===== src/rtl/noc_out_port_scheduler.sv =====
// Wormhole output-port scheduler: round-robin pick of a requesting input, locks the xbar for a whole packet.
// Latency: arbitration takes one IDLE cycle; first flit grant earliest the cycle after the winning req is sampled.
// Backpressure: grants stall (all state held) while dcts is low or the owning source FIFO is empty.
module noc_out_port_scheduler #(
  parameter int N_PORTS = 5,
  parameter int LEN_W   = 12
) (
  input  logic                       clk,
  input  logic                       rst,
  input  logic [N_PORTS-1:0]         req,
  input  logic [N_PORTS*LEN_W-1:0]   len_in,
  input  logic [N_PORTS-1:0]         src_valid,
  input  logic                       dcts,
  output logic [N_PORTS-1:0]         grant,
  output logic [N_PORTS-1:0]         sel,
  output logic                       busy,
  output logic                       pkt_done
);

  localparam int PW = (N_PORTS > 1) ? $clog2(N_PORTS) : 1;
  localparam logic [PW-1:0]  PTR_LAST = PW'(N_PORTS - 1);
  localparam logic [LEN_W:0] CNT_ONE  = (LEN_W + 1)'(1);

  typedef enum logic {IDLE, XFER} state_t;

  state_t             state, state_nxt;
  logic [PW-1:0]      owner, owner_nxt;
  logic [PW-1:0]      ptr, ptr_nxt;
  logic [LEN_W:0]     cnt, cnt_nxt;
  logic [N_PORTS-1:0] sel_nxt;
  logic               busy_nxt;
  logic               found;
  logic [PW-1:0]      win;
  logic [LEN_W-1:0]   win_len;

  // Round-robin search starting just after the last serviced port.
  always_comb begin
    int idx;
    found   = 1'b0;
    win     = '0;
    idx     = 0;
    for (int k = 1; k <= N_PORTS; k++) begin
      idx = int'(ptr) + k;
      if (idx >= N_PORTS) idx = idx - N_PORTS;
      if (!found && req[idx]) begin
        found = 1'b1;
        win   = idx[PW-1:0];
      end
    end
    win_len = len_in[int'(win)*LEN_W +: LEN_W];
  end

  // Flit grants and next-state logic; grant is suppressed while reset is asserted.
  always_comb begin
    grant     = '0;
    pkt_done  = 1'b0;
    state_nxt = state;
    sel_nxt   = sel;
    owner_nxt = owner;
    cnt_nxt   = cnt;
    ptr_nxt   = ptr;
    busy_nxt  = busy;
    case (state)
      IDLE: begin
        if (found) begin
          state_nxt      = XFER;
          sel_nxt        = '0;
          sel_nxt[win]   = 1'b1;
          owner_nxt      = win;
          // One extra count for the header flit; the carry bit keeps a max length from wrapping.
          cnt_nxt        = {1'b0, win_len} + CNT_ONE;
          busy_nxt       = 1'b1;
        end
      end
      XFER: begin
        if (!rst) grant[owner] = src_valid[owner] & dcts;
        if (|grant) begin
          cnt_nxt = cnt - CNT_ONE;
          if (cnt == CNT_ONE) begin
            pkt_done  = 1'b1;
            state_nxt = IDLE;
            sel_nxt   = '0;
            busy_nxt  = 1'b0;
            ptr_nxt   = owner;
          end
        end
      end
      default: state_nxt = IDLE;
    endcase
  end

  // State and datapath registers with synchronous reset (aborts any packet in flight).
  always_ff @(posedge clk) begin
    if (rst) begin
      state <= IDLE;
      sel   <= '0;
      owner <= '0;
      cnt   <= '0;
      ptr   <= PTR_LAST;
      busy  <= 1'b0;
    end else begin
      state <= state_nxt;
      sel   <= sel_nxt;
      owner <= owner_nxt;
      cnt   <= cnt_nxt;
      ptr   <= ptr_nxt;
      busy  <= busy_nxt;
    end
  end

endmodule


===== config.mk =====
export PLATFORM = sky130hd
export DESIGN_NAME = noc_out_port_scheduler
export DESIGN_NICKNAME = d
export VERILOG_FILES = /design/src/rtl/noc_out_port_scheduler.sv
export SDC_FILE = /design/constraint.sdc
export NUM_CORES = 1
export LEC_CHECK = 0
export BUFFER_PORTS_ARGS = -buffer_cell sky130_fd_sc_hd__buf_2
export CORE_MARGIN = 2
export CORE_UTILIZATION = 39
export CTS_CLUSTER_SIZE = 14
export DETAILED_ROUTE_END_ITERATION = 10
export HOLD_SLACK_MARGIN = 0.05
export PLACE_DENSITY = 0.7
export SETUP_SLACK_MARGIN = 0.5
export SLEW_MARGIN = 20
export SYNTH_ARGS = -nofsm -noshare
export SYNTH_HDL_FRONTEND = slang
export SYNTH_SLANG_ARGS = --single-unit
export TNS_END_PERCENT = 1

===== constraint.sdc =====
create_clock -name clk -period 7.85 [get_ports clk]
set_input_delay 0.785 -clock clk [delete_from_list [all_inputs] [get_ports clk]]
set_output_delay 0.785 -clock clk [all_outputs]
set_load 0.01 [all_outputs]

; Word level (Yosys, flattened, before mapping)
; Cells that the tools add are included.
[word_totals]
input_bits = 73
ff_bits = 26
output_inout_bits = 12
wordCells = 113
[classes]
n_mul = 1
magnitude_cmp = 14
addsub = 12
shift = 1
n_bitwise = 3
eq_ne = 4
reduce_logical = 15
muxes = 57
[op_table]
columns = op, count
row1 = 32-bit by 5-bit less-than comparator with 1-bit output (second input constant), 5
row2 = 32-bit two-way mux, 5
row3 = 60-bit by 8-bit variable part select with 12-bit output, 1
row4 = 5-bit two-way mux, 6
row5 = 1-bit two-way mux, 27
row6 = 13-bit two-way mux, 2
row7 = 13-bit case mux with 2 select lines, 1
row8 = 4-bit by 3-bit subtractor with 5-bit output (second input constant), 5
row9 = 4-bit by 3-bit greater-or-equal comparator with 1-bit output (second input constant), 5
row10 = 1-bit binary-select mux with 3-bit select, 6
row11 = 3-bit two-way mux, 5
row12 = 12-bit by 1-bit adder with 13-bit output (second input constant), 1
row13 = 13-bit by 1-bit == test with 1-bit output (second input constant), 1
row14 = 13-bit by 1-bit subtractor with 13-bit output (second input constant), 1
row15 = 5-bit case mux with 2 select lines, 1
row16 = 3-bit by 2-bit adder with 4-bit output (second input constant), 2
row17 = 3-bit by 3-bit adder with 4-bit output (second input constant), 2
row18 = 3-bit by 4-bit less-than comparator with 1-bit output (second input constant), 2
row19 = 1-bit demux with 3-bit select, 2
row20 = 3-bit by 1-bit greater-or-equal comparator with 1-bit output (second input constant), 2
row21 = 1-bit logical AND, 6
row22 = 3-bit AND reduction, 2
row23 = 5-bit bitwise AND, 1
row24 = 3-bit by 2-bit multiplier with 5-bit output (second input constant), 1
row25 = other kinds (9), 15

; Depth between registers and ports, before layout
; Gate-level depths: netlist of run 1.
[depth]
word_depth = 25
depth_mapped = 22
depth_no_buf = 15

; Worst setup path before layout of run 1
; No wires, ideal clock.
[synth_timing]
path_kind = flip-flop to flip-flop
start = register ptr[0]
end = register cnt[12]
path_stages_with_launch = 22
arrival_time_ns = 4.864
synth_period_minus_slack_ns = 4.934
path_buffers = 6
setup_time_ns = 0.070
required_time_ns = 7.780
path_slack_ns = 2.916
cell_sequence = dfxtp_1 -> buf_2 -> inv_1 -> ha_1 -> buf_2 -> nor4bb_2 -> a211oi_4 -> nor2b_1 -> mux2_4 -> or2_1 -> buf_6 -> a311o_1 -> buf_2 -> a21o_1 -> buf_6 -> buf_12 -> mux2i_1 -> o221ai_1 -> ha_1 -> nand4_1 -> or4_1 -> a21oi_1
[synth_between]
elab_chain_cells = 24
word_cells_on_any_way = 60
cone_classes = add/sub (11) / mul (1) / order compare (5) / eq/ne (1) / shift (1) / mux (32) / reduce/logical (9)
[synth_lines]
columns = item, line_no
row1 = from (decl), 28  ; logic [PW-1:0] ptr, ptr_nxt;
row2 = from (signal assigned), 106  ; ptr <= ptr_nxt;
row3 = 3-bit by 1-bit adder with 4-bit output, 43  ; idx = int'(ptr) + k;
row4 = 4-bit by 3-bit subtractor with 5-bit output / 4-bit by 3-bit greater-or-equal comparator with 1-bit output (equally long branches), 44  ; if (idx >= N_PORTS) idx = idx - N_PORTS;
row5 = 32-bit two-way mux, 44
row6 = 1-bit binary-select mux with 3-bit select, 45  ; if (!found && req[idx]) begin
row7 = 1-bit two-way mux (implied by the code) (2 in a row), 45
row8 = 1-bit two-way mux, 45
row9 = 1-bit logical NOT, 45
row10 = 1-bit logical AND, 45
row11 = [... 7 more ...], n/a
row12 = 1-bit logical NOT, 45
row13 = 1-bit logical AND, 45
row14 = 3-bit two-way mux, 45
row15 = 3-bit by 2-bit multiplier with 5-bit output, 50  ; win_len = len_in[int'(win)*LEN_W +: LEN_W];
row16 = 60-bit by 8-bit variable part select with 12-bit output, 50
row17 = 12-bit by 1-bit adder with 13-bit output, 71  ; cnt_nxt = {1'b0, win_len} + CNT_ONE;
row18 = 13-bit two-way mux, 65  ; if (found) begin
row19 = 13-bit case mux with 2 select lines, 63  ; case (state)
row20 = to (signal assigned), 105  ; cnt <= cnt_nxt;
row21 = to (decl), 29  ; logic [LEN_W:0] cnt, cnt_nxt;
; Parallel ways exist; a longest one is shown, timed or not. The select of a mux whose other input is x is not followed.
; A chain may end at the register's enable or synchronous reset.

; Worst setup path in the final report of run 1
; Same ends and word-level chain as after synthesis.

==> results of run 1 <==
==> per-stage QoR <==
step	setup WS (ns)	util (%)	cell area [sq um]	instances	total power, mW
floorplan	2.916	-	3562	470	0.2773
global placement	1.982	45.08	3970	634	0.3245
detailed placement	1.710	45.08	3970	634	0.3265
CTS	1.709	45.89	4041	638	0.4406
global route	1.205	45.89	4041	638	0.4668
finish	1.692	45.89	4041	638	0.4399
==> metal layers <==
| metal | vias to the layer above | GRT usage, % | share of wire [%] |
|---|---|---|---|
| met5 | - | 0 | 0 |
| li1 | 1940 | - | - |
| met1 | 1909 | 29.88 | 48 |
| met4 | 0 | 5.901 | 1.7 |
| met3 | 10 | 2.389 | 6.0 |
| met2 | 144 | 35.65 | 44 |
==> logic make-up (layout without fill, tap and decap cells) <==
group / count (synthesis) / in the layout / synth area share, %
AND/OR/NAND/NOR: 194 / 194 / 29.89
AO/OA/AOI/OAI: 159 / 159 / 33.90
flip-flops: 26 / 26 / 14.61
buffers and inverters: 44 / 104 / 6.147
adder cells (fa/ha/maj): 15 / 15 / 5.269
multiplexers: 27 / 27 / 8.430
XOR/XNOR: 5 / 5 / 1.757
==> cells in the mapped netlist, drive strengths merged (5+ instances only) <==
| cell | n | area [sq um] |
|---|---|---|
| a211oi | 16 | 167.7 |
| a21o | 5 | 37.54 |
| a21oi | 24 | 127.6 |
| a22o | 7 | 61.31 |
| a31oi | 9 | 56.30 |
| a32oi | 9 | 78.83 |
| and2 | 6 | 37.54 |
| and3 | 7 | 43.79 |
| buf | 16 | 113.9 |
| clkbuf | 15 | 56.30 |
| dfxtp | 26 | 520.5 |
| ha | 15 | 187.7 |
| inv | 13 | 48.80 |
| mux2i | 24 | 240.2 |
| nand2 | 37 | 138.9 |
| nand2b | 11 | 68.82 |
| nand3 | 17 | 85.08 |
| nand4 | 5 | 46.29 |
| nor2 | 46 | 172.7 |
| nor2b | 8 | 50.05 |
| nor3 | 10 | 50.05 |
| nor3b | 7 | 52.55 |
| nor4 | 12 | 90.09 |
| o211ai | 15 | 112.6 |
| o21ai | 23 | 115.1 |
| o22ai | 8 | 56.30 |
| o31a | 5 | 43.79 |
| or3 | 6 | 37.54 |
| or4 | 5 | 37.54 |
==> critical path: cells and delay by family (launching register included) <==
family / cells / cell delay, ns
AO/OA/AOI/OAI: 4 / 1.84
flip-flops: 1 / 0.32
buffers and inverters: 2 / 0.54
multiplexers: 2 / 0.54
AND/OR/NAND/NOR: 5 / 1.82
adder cells (fa/ha/maj): 2 / 1.00
==> power by group through the flow <==
| stage | logic (mW) | clock network (mW) | registers (mW) |
|---|---|---|---|
| CTS | 0.167 | 0.115 | 0.159 |
| global route | 0.186 | 0.120 | 0.161 |
| finish | 0.169 | 0.112 | 0.159 |
| global placement | 0.163 | 0 | 0.161 |
| floorplan | 0.122 | 0 | 0.156 |
| detailed placement | 0.165 | 0 | 0.161 |
==> worst max-delay path by stage <==
| stage | to | slack, ns | cells past startpoint |
|---|---|---|---|
| 2_1_floorplan | cnt[12]$_SDFFE_PP0P_ | 2.92 | 21 |
| 3_3_place_gp | cnt[12]$_SDFFE_PP0P_ | 1.98 | 15 |
| 3_5_place_dp | cnt[12]$_SDFFE_PP0P_ | 1.71 | 15 |
| 4_1_cts | cnt[12]$_SDFFE_PP0P_ | 1.71 | 15 |
| 5_1_grt | cnt[12]$_SDFFE_PP0P_ | 1.21 | 15 |
| 6_report | cnt[12]$_SDFFE_PP0P_ | 1.69 | 15 |
==> registers in the layout (all words and copies together) (netlist names) <==
| name | cells |
|---|---|
| busy | 1 |
| cnt | 13 |
| owner | 3 |
| ptr | 3 |
| sel | 5 |
| state | 1 |
==> area by class of cell <==
cell class / instances / area (sq um) / share of cell area, %
inverters: 13 / 48.80 / 1.207
flip-flops and latches: 26 / 520.5 / 12.88
clock inverters: 1 / 30.03 / 0.7430
well taps: 108 / 135.1 / 3.344
repair buffers: 87 / 442.9 / 10.96
clock buffers: 3 / 41.29 / 1.022
multi-input cells: 400 / 2823 / 69.85
==> tab_implementation.tex, run 1 <==
\begin{tabular}{lr}
\hline
Metric & Value \\
\hline
\multicolumn{2}{l}{\textbf{Logic synthesis}} \\
\quad Number of synthesis warnings & 0 \\
\quad Async set or reset register ratio after synthesis & 0\% \\
\quad Cell area after synthesis & between 3000 and 4000 sq um \\
\quad Primary FF master, synth & sky130\_fd\_sc\_hd\_\_dfxtp\_1 \\
\quad Library cells used by synthesis & around 80 \\
\quad Post-synthesis register bit count & 26 \\
\quad Count of flip-flops with a built-in enable after synthesis & 0 \\
\quad Seq/Total Area, Yosys & about 15\% \\
\quad Total nets after synthesis & between 500 and 600 \\
\quad Synthesized area divided by synthesized cell count & between 7 and 8 sq um \\
\quad Number of cells produced by synthesis & 470 \\
\multicolumn{2}{l}{\textbf{Setup path}} \\
\quad Classification of the worst setup path & reg -> reg \\
\quad Reg2Reg Setup Slack & around 1.7 ns \\
\quad Timing startpoint of the critical path & ptr[0]\$\_SDFFE\_PP0P\_ \\
\quad Arrival time reported for the critical path endpoint & between 6 and 7 ns \\
\quad Worst Path Max Fanout & 32 \\
\quad Cells traversed along the worst timing path & buf\_4 > inv\_1 > ha\_1 > nor2b\_1 > a22oi\_1 > mux2\_4 > or2\_1 > nor4\_4 > a21o\_1 > mux2i\_1 > o221ai\_1 > ha\_1 > nand4\_1 > or4\_1 > a21oi\_1 \\
\quad Required time at the worst-slack endpoint & between 8 and 9 ns \\
\quad Kind of launch point of the worst setup path & register \\
\quad Critical path's slowest cell & sky130\_fd\_sc\_hd\_\_a21o\_1 \\
\quad FF-to-FF End & cnt[12]\$\_SDFFE\_PP0P\_ \\
\quad Maximum cell stage delay along the critical path & around 0.76 ns \\
\quad Cell mode on critical path & sky130\_fd\_sc\_hd\_\_ha\_1 \\
\quad Number of cell instances on the worst register-to-register path & 15 \\
\quad Capturing element type of the critical path & register \\
\quad Startpoint of the lowest-slack register-to-register path & ptr[0]\$\_SDFFE\_PP0P\_ \\
\multicolumn{2}{l}{\textbf{Clocking}} \\
\quad Clock latency reported for the late side of the worst-skew pair & 0.27 ns \\
\quad CTS resizes & 0 \\
\quad Post-CTS setup repair buffer count & 0 \\
\quad Hold-fix buffers, CTS & 0 \\
\quad Total clock sinks & 26 \\
\quad Worst-case clock buffer depth & 2 \\
\quad TritonCTS buffer count & 3 \\
\quad Clock tree from TritonCTS & done \\
\quad Htree depth & 1 \\
\quad Clock slew at the register clock pins of the worst setup and hold paths & roughly 0.090 ns \\
\quad Clock tree root driver cell & sky130\_fd\_sc\_hd\_\_clkbuf\_8 \\
\multicolumn{2}{l}{\textbf{Floorplanning}} \\
\quad Placeable Area & slightly below 9000 sq um \\
\quad Number of core rows & 34 \\
\quad Full die area & $\sim$9900 sq um \\
\quad Width of the die & 99.57 um \\
\quad Die outline height & 99.57 um \\
\quad Starting Density & between 40 and 50\% \\
\quad Boundary pin count & 85 \\
\multicolumn{2}{l}{\textbf{Timing}} \\
\quad Final setup fails & 0 \\
\quad Max Transition Viols Final & 0 \\
\quad Remaining max-slew budget at the tightest pin & a little under two fifths \\
\quad Final worst path period need & about 6 ns \\
\quad Setup tns final & 0 ns \\
\quad Share of the cycle needed by the critical path after routing & between 70\% and 80\% \\
\quad Least-Margin Pin Slew & between 0.9 and 1 ns \\
\quad Min Hold Slack & about 0.47 ns \\
\quad Clk\_skew & roughly 0.0054 ns \\
\quad Highest clock rate & 162.4 MHz \\
\quad Final Hold Violating Endpoints & 0 \\
\quad Setup repair after global routing missed its margin & false \\
\multicolumn{2}{l}{\textbf{Finish}} \\
\quad Area growth from synthesis to final layout & 13.45\% \\
\quad Count of antenna diodes in the layout & 0 \\
\quad Most frequent cells in the layout & sky130\_fd\_sc\_hd\_\_buf\_2, sky130\_fd\_sc\_hd\_\_nor2\_1, sky130\_fd\_sc\_hd\_\_nand2\_1 \\
\quad Commonest non-fill, non-tap cell in the layout & sky130\_fd\_sc\_hd\_\_buf\_2 \\
\quad Final layout net count & about 620 \\
\quad Fraction of layout instances using a drive strength above 1 & 21.89\% \\
\quad Fillers & 889 \\
\multicolumn{2}{l}{\textbf{Drt}} \\
\quad Drt drc & 0 \\
\quad Residual antenna-violating net count after detailed routing & 0 \\
\quad Total routed wirelength & 11.09 mm \\
\quad Avg WL per Cell & between 15 and 20 um \\
\quad Vias per Instance & between 6 and 7 \\
\quad 1st-iter DRT viols & approximately 320 \\
\quad Total iterations of the first detailed-routing run & 4 \\
\quad Vias & around 4.0k \\
\multicolumn{2}{l}{\textbf{Min path}} \\
\quad Worst Hold Path Cells & 2 \\
\quad Beginning of the worst hold path & busy\$\_SDFFE\_PP0P\_ \\
\quad Min-Delay Endpoint & busy\$\_SDFFE\_PP0P\_ \\
\quad Min-Delay Path Class & reg -> reg \\
\multicolumn{2}{l}{\textbf{Pwr}} \\
\quad Part of the power in registers & 36.2\% \\
\quad Pwr/cell area & roughly 110 nW/um\^{}2 \\
\quad Internal power & between 0.2 and 0.3 mW \\
\quad Maximum resistive drop on vdd & 0.06343 mV \\
\quad Switching power & between 0.15 and 0.2 mW \\
\quad Share of total power in the clock network & between 20\% and 30\% \\
\quad Sw frac & about 36\% \\
\quad Logic gate share of total power & 38.4\% \\
\quad Leakage dissipation & 1.676 nW \\
\multicolumn{2}{l}{\textbf{Run status}} \\
\quad Status & completed \\
\multicolumn{2}{l}{\textbf{Job}} \\
\quad \# Max-Cap Violations & 0 \\
\multicolumn{2}{l}{\textbf{Global routing}} \\
\quad Initial antenna violation count & 0 \\
\quad Total global-route track usage & a little over a fifth \\
\quad Total global routing overflow & 0 \\
\quad Maximum number of pins on one net before global-route repair & 33 \\
\quad Via count of the first global-routing pass & 3753 \\
\quad Global-route wire length before repair & $\sim$18 mm \\
\multicolumn{2}{l}{\textbf{Place}} \\
\quad Port Buffers & 84 \\
\quad Post-DP HPWL & 8.571 mm \\
\quad Global placer's final weighted congestion & 0.9551 \\
\hline
\end{tabular}
No activity file was read; power rests on OpenSTA's default activity.
==> run 2: changes to the inputs <==
Clock period 7.85 ns to 6.4 ns, I/O delays scaled along.
==> run 2 against run 1 <==
  * Routed wire length grew 1.5%
  * Sequential share of layout area barely moved
  * Die area unchanged
  * Final area increased by 0.59%
  * Clock-buffer cell count is the same
==> tab_implementation.tex, run 2 (same netlist as run 1, synthesis figures left out) <==
\begin{tabular}{lr}
\hline
Metric & Value \\
\hline
\multicolumn{2}{l}{\textbf{Run status}} \\
\quad Status & completed (unchanged) \\
\multicolumn{2}{l}{\textbf{Clocking}} \\
\quad Clock tree root driver cell & sky130\_fd\_sc\_hd\_\_clkbuf\_8 (unchanged) \\
\quad Hold-fix buffers, CTS & 0 (unchanged) \\
\quad Htree depth & 1 (unchanged) \\
\quad Total clock sinks & 26 (unchanged) \\
\quad Clock latency reported for the late side of the worst-skew pair & 0.28 ns (was 0.27 ns) \\
\quad TritonCTS buffer count & 3 (unchanged) \\
\quad Worst-case clock buffer depth & 2 (unchanged) \\
\quad Clock tree from TritonCTS & done (unchanged) \\
\quad Clock slew at the register clock pins of the worst setup and hold paths & 0.09 ns (about the same) \\
\multicolumn{2}{l}{\textbf{Timing}} \\
\quad Final worst path period need & 5.363 ns (was 6.158 ns) \\
\quad Clk\_skew & 0.01039 ns (was 0.005366 ns) \\
\quad Setup tns final & 0 ns (unchanged) \\
\quad Highest clock rate & 186.5 MHz (was 162.4 MHz) \\
\quad Remaining max-slew budget at the tightest pin & 53.79\% (was 37.67\%) \\
\quad Final setup fails & 0 (unchanged) \\
\quad Share of the cycle needed by the critical path after routing & 83.79\% (was 78.44\%) \\
\quad Max Transition Viols Final & 0 (unchanged) \\
\quad Min Hold Slack & 0.4677 ns (about the same) \\
\quad Least-Margin Pin Slew & 0.6868 ns (was 0.9349 ns) \\
\quad Setup repair after global routing missed its margin & false (unchanged) \\
\quad Final Hold Violating Endpoints & 0 (unchanged) \\
\multicolumn{2}{l}{\textbf{Setup path}} \\
\quad Cell mode on critical path & sky130\_fd\_sc\_hd\_\_o31a\_1 (was sky130\_fd\_sc\_hd\_\_ha\_1) \\
\quad Cells traversed along the worst timing path & inv\_1 > ha\_2 > nor2b\_1 > o31a\_1 > o31a\_1 > a221oi\_2 > nand4b\_2 > a311o\_1 > a21o\_1 > mux2i\_1 > o221ai\_1 > ha\_1 > nand4\_1 > or4\_1 > a21oi\_1 (was buf\_4 > inv\_1 > ha\_1 > nor2b\_1 > a22oi\_1 > mux2\_4 > or2\_1 > nor4\_4 > a21o\_1 > mux2i\_1 > o221ai\_1 > ha\_1 > nand4\_1 > or4\_1 > a21oi\_1) \\
\quad Kind of launch point of the worst setup path & register (unchanged) \\
\quad Maximum cell stage delay along the critical path & 0.60 ns (was 0.76 ns) \\
\quad Required time at the worst-slack endpoint & 6.61 ns (was 8.06 ns) \\
\quad Kind of cell with the highest combined delay on the critical path & compound AO/OA/AOI/OAI gates (unchanged) \\
\quad Capturing element type of the critical path & register (unchanged) \\
\quad Arrival time reported for the critical path endpoint & 5.57 ns (was 6.37 ns) \\
\quad Buffer and inverter count on the worst path & 1 (was 2) \\
\quad Reg2Reg Setup Slack & 1.04 ns (was 1.69 ns) \\
\quad Worst Path Max Fanout & 19 (was 32) \\
\quad Classification of the worst setup path & reg -> reg (unchanged) \\
\quad Critical path's slowest cell & sky130\_fd\_sc\_hd\_\_ha\_2 (was sky130\_fd\_sc\_hd\_\_a21o\_1) \\
\multicolumn{2}{l}{\textbf{Finish}} \\
\quad Fillers & 885 (was 889) \\
\quad Largest registers ranked by flip-flop count & cnt (13), sel (5) (unchanged) \\
\quad Final layout net count & 620 (was 619) \\
\quad Number of flip-flops in the largest register & 13 (unchanged) \\
\quad Number of standard cells in the layout, taps in and fillers out & 639 (was 638) \\
\quad Commonest non-fill, non-tap cell in the layout & sky130\_fd\_sc\_hd\_\_buf\_2 (unchanged) \\
\quad Area growth from synthesis to final layout & 14.12\% (was 13.45\%) \\
\quad Count of antenna diodes in the layout & 0 (unchanged) \\
\quad Most frequent cells in the layout & sky130\_fd\_sc\_hd\_\_buf\_2, sky130\_fd\_sc\_hd\_\_nor2\_1, sky130\_fd\_sc\_hd\_\_nand2\_1 (unchanged) \\
\quad Fraction of layout instances using a drive strength above 1 & 22.98\% (was 21.89\%) \\
\quad Reg with most FFs & cnt (unchanged) \\
\multicolumn{2}{l}{\textbf{Place}} \\
\quad Port Buffers & 84 (unchanged) \\
\quad Global placer's final weighted congestion & 0.8981 (was 0.9551) \\
\quad Post-DP HPWL & 8.749 mm (was 8.571 mm) \\
\quad Placed Cells incl. Taps & 635 (was 634) \\
\multicolumn{2}{l}{\textbf{Global routing}} \\
\quad Initial antenna violation count & 0 (unchanged) \\
\quad Maximum number of pins on one net before global-route repair & 32 (was 33) \\
\quad Via count of the first global-routing pass & 3815 (was 3753) \\
\quad Total global-route track usage & 22.32\% (was 21.59\%) \\
\quad Total global routing overflow & 0 (unchanged) \\
\quad Global-route wire length before repair & 18.23 mm (was 17.77 mm) \\
\multicolumn{2}{l}{\textbf{Drt}} \\
\quad Drt drc & 0 (unchanged) \\
\quad Top layer reached by signal wires & met4 (unchanged) \\
\quad 1st-iter DRT viols & 350 (was 318) \\
\quad Wire length on met2 & 4.873 mm (was 4.861 mm) \\
\quad Total iterations of the first detailed-routing run & 6 (was 4) \\
\quad Routed length on met3 & 959 um (was 663 um) \\
\quad Total routed wirelength & 11.26 mm (was 11.09 mm) \\
\quad Residual antenna-violating net count after detailed routing & 0 (unchanged) \\
\quad Met1 layer wirelength in the final routing & 4.978 mm (was 5.379 mm) \\
\quad Vias & 3975 (was 4003) \\
\quad Vias per Instance & 6.221 (was 6.274) \\
\quad Avg WL per Cell & 17.62 um (was 17.39 um) \\
\multicolumn{2}{l}{\textbf{Pwr}} \\
\quad Pwr/cell area & 134.5 nW/um\^{}2 (was 108.9 nW/um\^{}2) \\
\quad Sw frac & 36.35\% (was 35.66\%) \\
\quad Logic gate share of total power & 38.2\% (was 38.4\%) \\
\quad Switching power & 0.1987 mW (was 0.1569 mW) \\
\quad Internal power & 0.3480 mW (was 0.2831 mW) \\
\quad Share of total power in the clock network & 26.0\% (was 25.4\%) \\
\quad Maximum resistive drop on vdd & 0.08174 mV (was 0.06343 mV) \\
\quad Part of the power in registers & 35.7\% (was 36.2\%) \\
\quad Leakage dissipation & 1.683 nW (was 1.676 nW) \\
\multicolumn{2}{l}{\textbf{Min path}} \\
\quad Min-Delay Path Class & reg -> reg (unchanged) \\
\multicolumn{2}{l}{\textbf{Floorplanning}} \\
\quad Number of core rows & 34 (unchanged) \\
\quad Placeable Area & 8806 sq um (unchanged) \\
\quad Die outline height & 99.57 um (unchanged) \\
\quad Starting Density & 40.45\% (unchanged) \\
\quad Width of the die & 99.57 um (unchanged) \\
\quad Full die area & 9914 sq um (unchanged) \\
\quad Boundary pin count & 85 (unchanged) \\
\multicolumn{2}{l}{\textbf{Job}} \\
\quad \# Max-Cap Violations & 0 (unchanged) \\
\hline
\end{tabular}
run 2: cell types whose count changed in the layout (fill, tap and decap cells not counted), sizes merged:
cell and change:
buf +1
run 2: power groups by stage:
| stage | clock [mW] | sequential (mW) | combinational (mW) |
|---|---|---|---|
| after floorplan | 0 | 0.191 | 0.149 |
| after global placement | 0 | 0.198 | 0.203 |
| after detailed placement | 0 | 0.198 | 0.205 |
| after CTS | 0.143 | 0.195 | 0.207 |
| after global routing | 0.150 | 0.198 | 0.233 |
| final | 0.142 | 0.195 | 0.209 |
run 2: worst paths after layout:
| kind | from | depth (start not counted) | endpoint |
|---|---|---|---|
| setup / recovery | ptr[1]$_SDFFE_PP0P_ | 15 | cnt[12]$_SDFFE_PP0P_ |
| hold reg to reg | busy$_SDFFE_PP0P_ | 2 | busy$_SDFFE_PP0P_ |
| setup reg to reg | ptr[1]$_SDFFE_PP0P_ | 15 | cnt[12]$_SDFFE_PP0P_ |
| hold / removal | busy$_SDFFE_PP0P_ | 2 | busy$_SDFFE_PP0P_ |
run 2: tightest hold or removal path: cells and delay by family, from the launching register on:
family	cells	cell delay (ns)
flip-flops	1	0.32
AND/OR/NAND/NOR	1	0.05
AO/OA/AOI/OAI	1	0.05
run 2: layer usage:
metal,track usage [%],vias to the layer above
li1,-,1946
met1,29.35,1807
met2,36.28,187
met3,3.935,35
met4,8.851,0
met5,0,-
run 2: layout make-up:
class | instances | area [sq um] | area share, %
repair buffers | 88 | 450.4 | 11.08
multi-input cells | 400 | 2838 | 69.81
inverters | 13 | 48.80 | 1.200
well taps | 108 | 135.1 | 3.324
flip-flops and latches | 26 | 521.8 | 12.83
clock inverters | 1 | 30.03 | 0.7387
clock buffers | 3 | 41.29 | 1.016
run 2: stage by stage:
stage	setup WS, ns	power [mW]	cell area, sq um	util (%)
2_1_floorplan	1.466	0.3401	3562	-
3_3_place_gp	0.9645	0.4004	3978	45.17
3_5_place_dp	0.8273	0.4030	3978	45.17
4_1_cts	0.7863	0.5442	4049	45.98
5_1_grt	0.5691	0.5805	4065	46.16
6_report	1.037	0.5467	4065	46.16
run 2: timing repair:
action / 4_1_cts / 5_1_grt
buffers inserted: 0 / 0
endpoints found under the setup margin: 0 / 8
resized for setup: 0 / 6
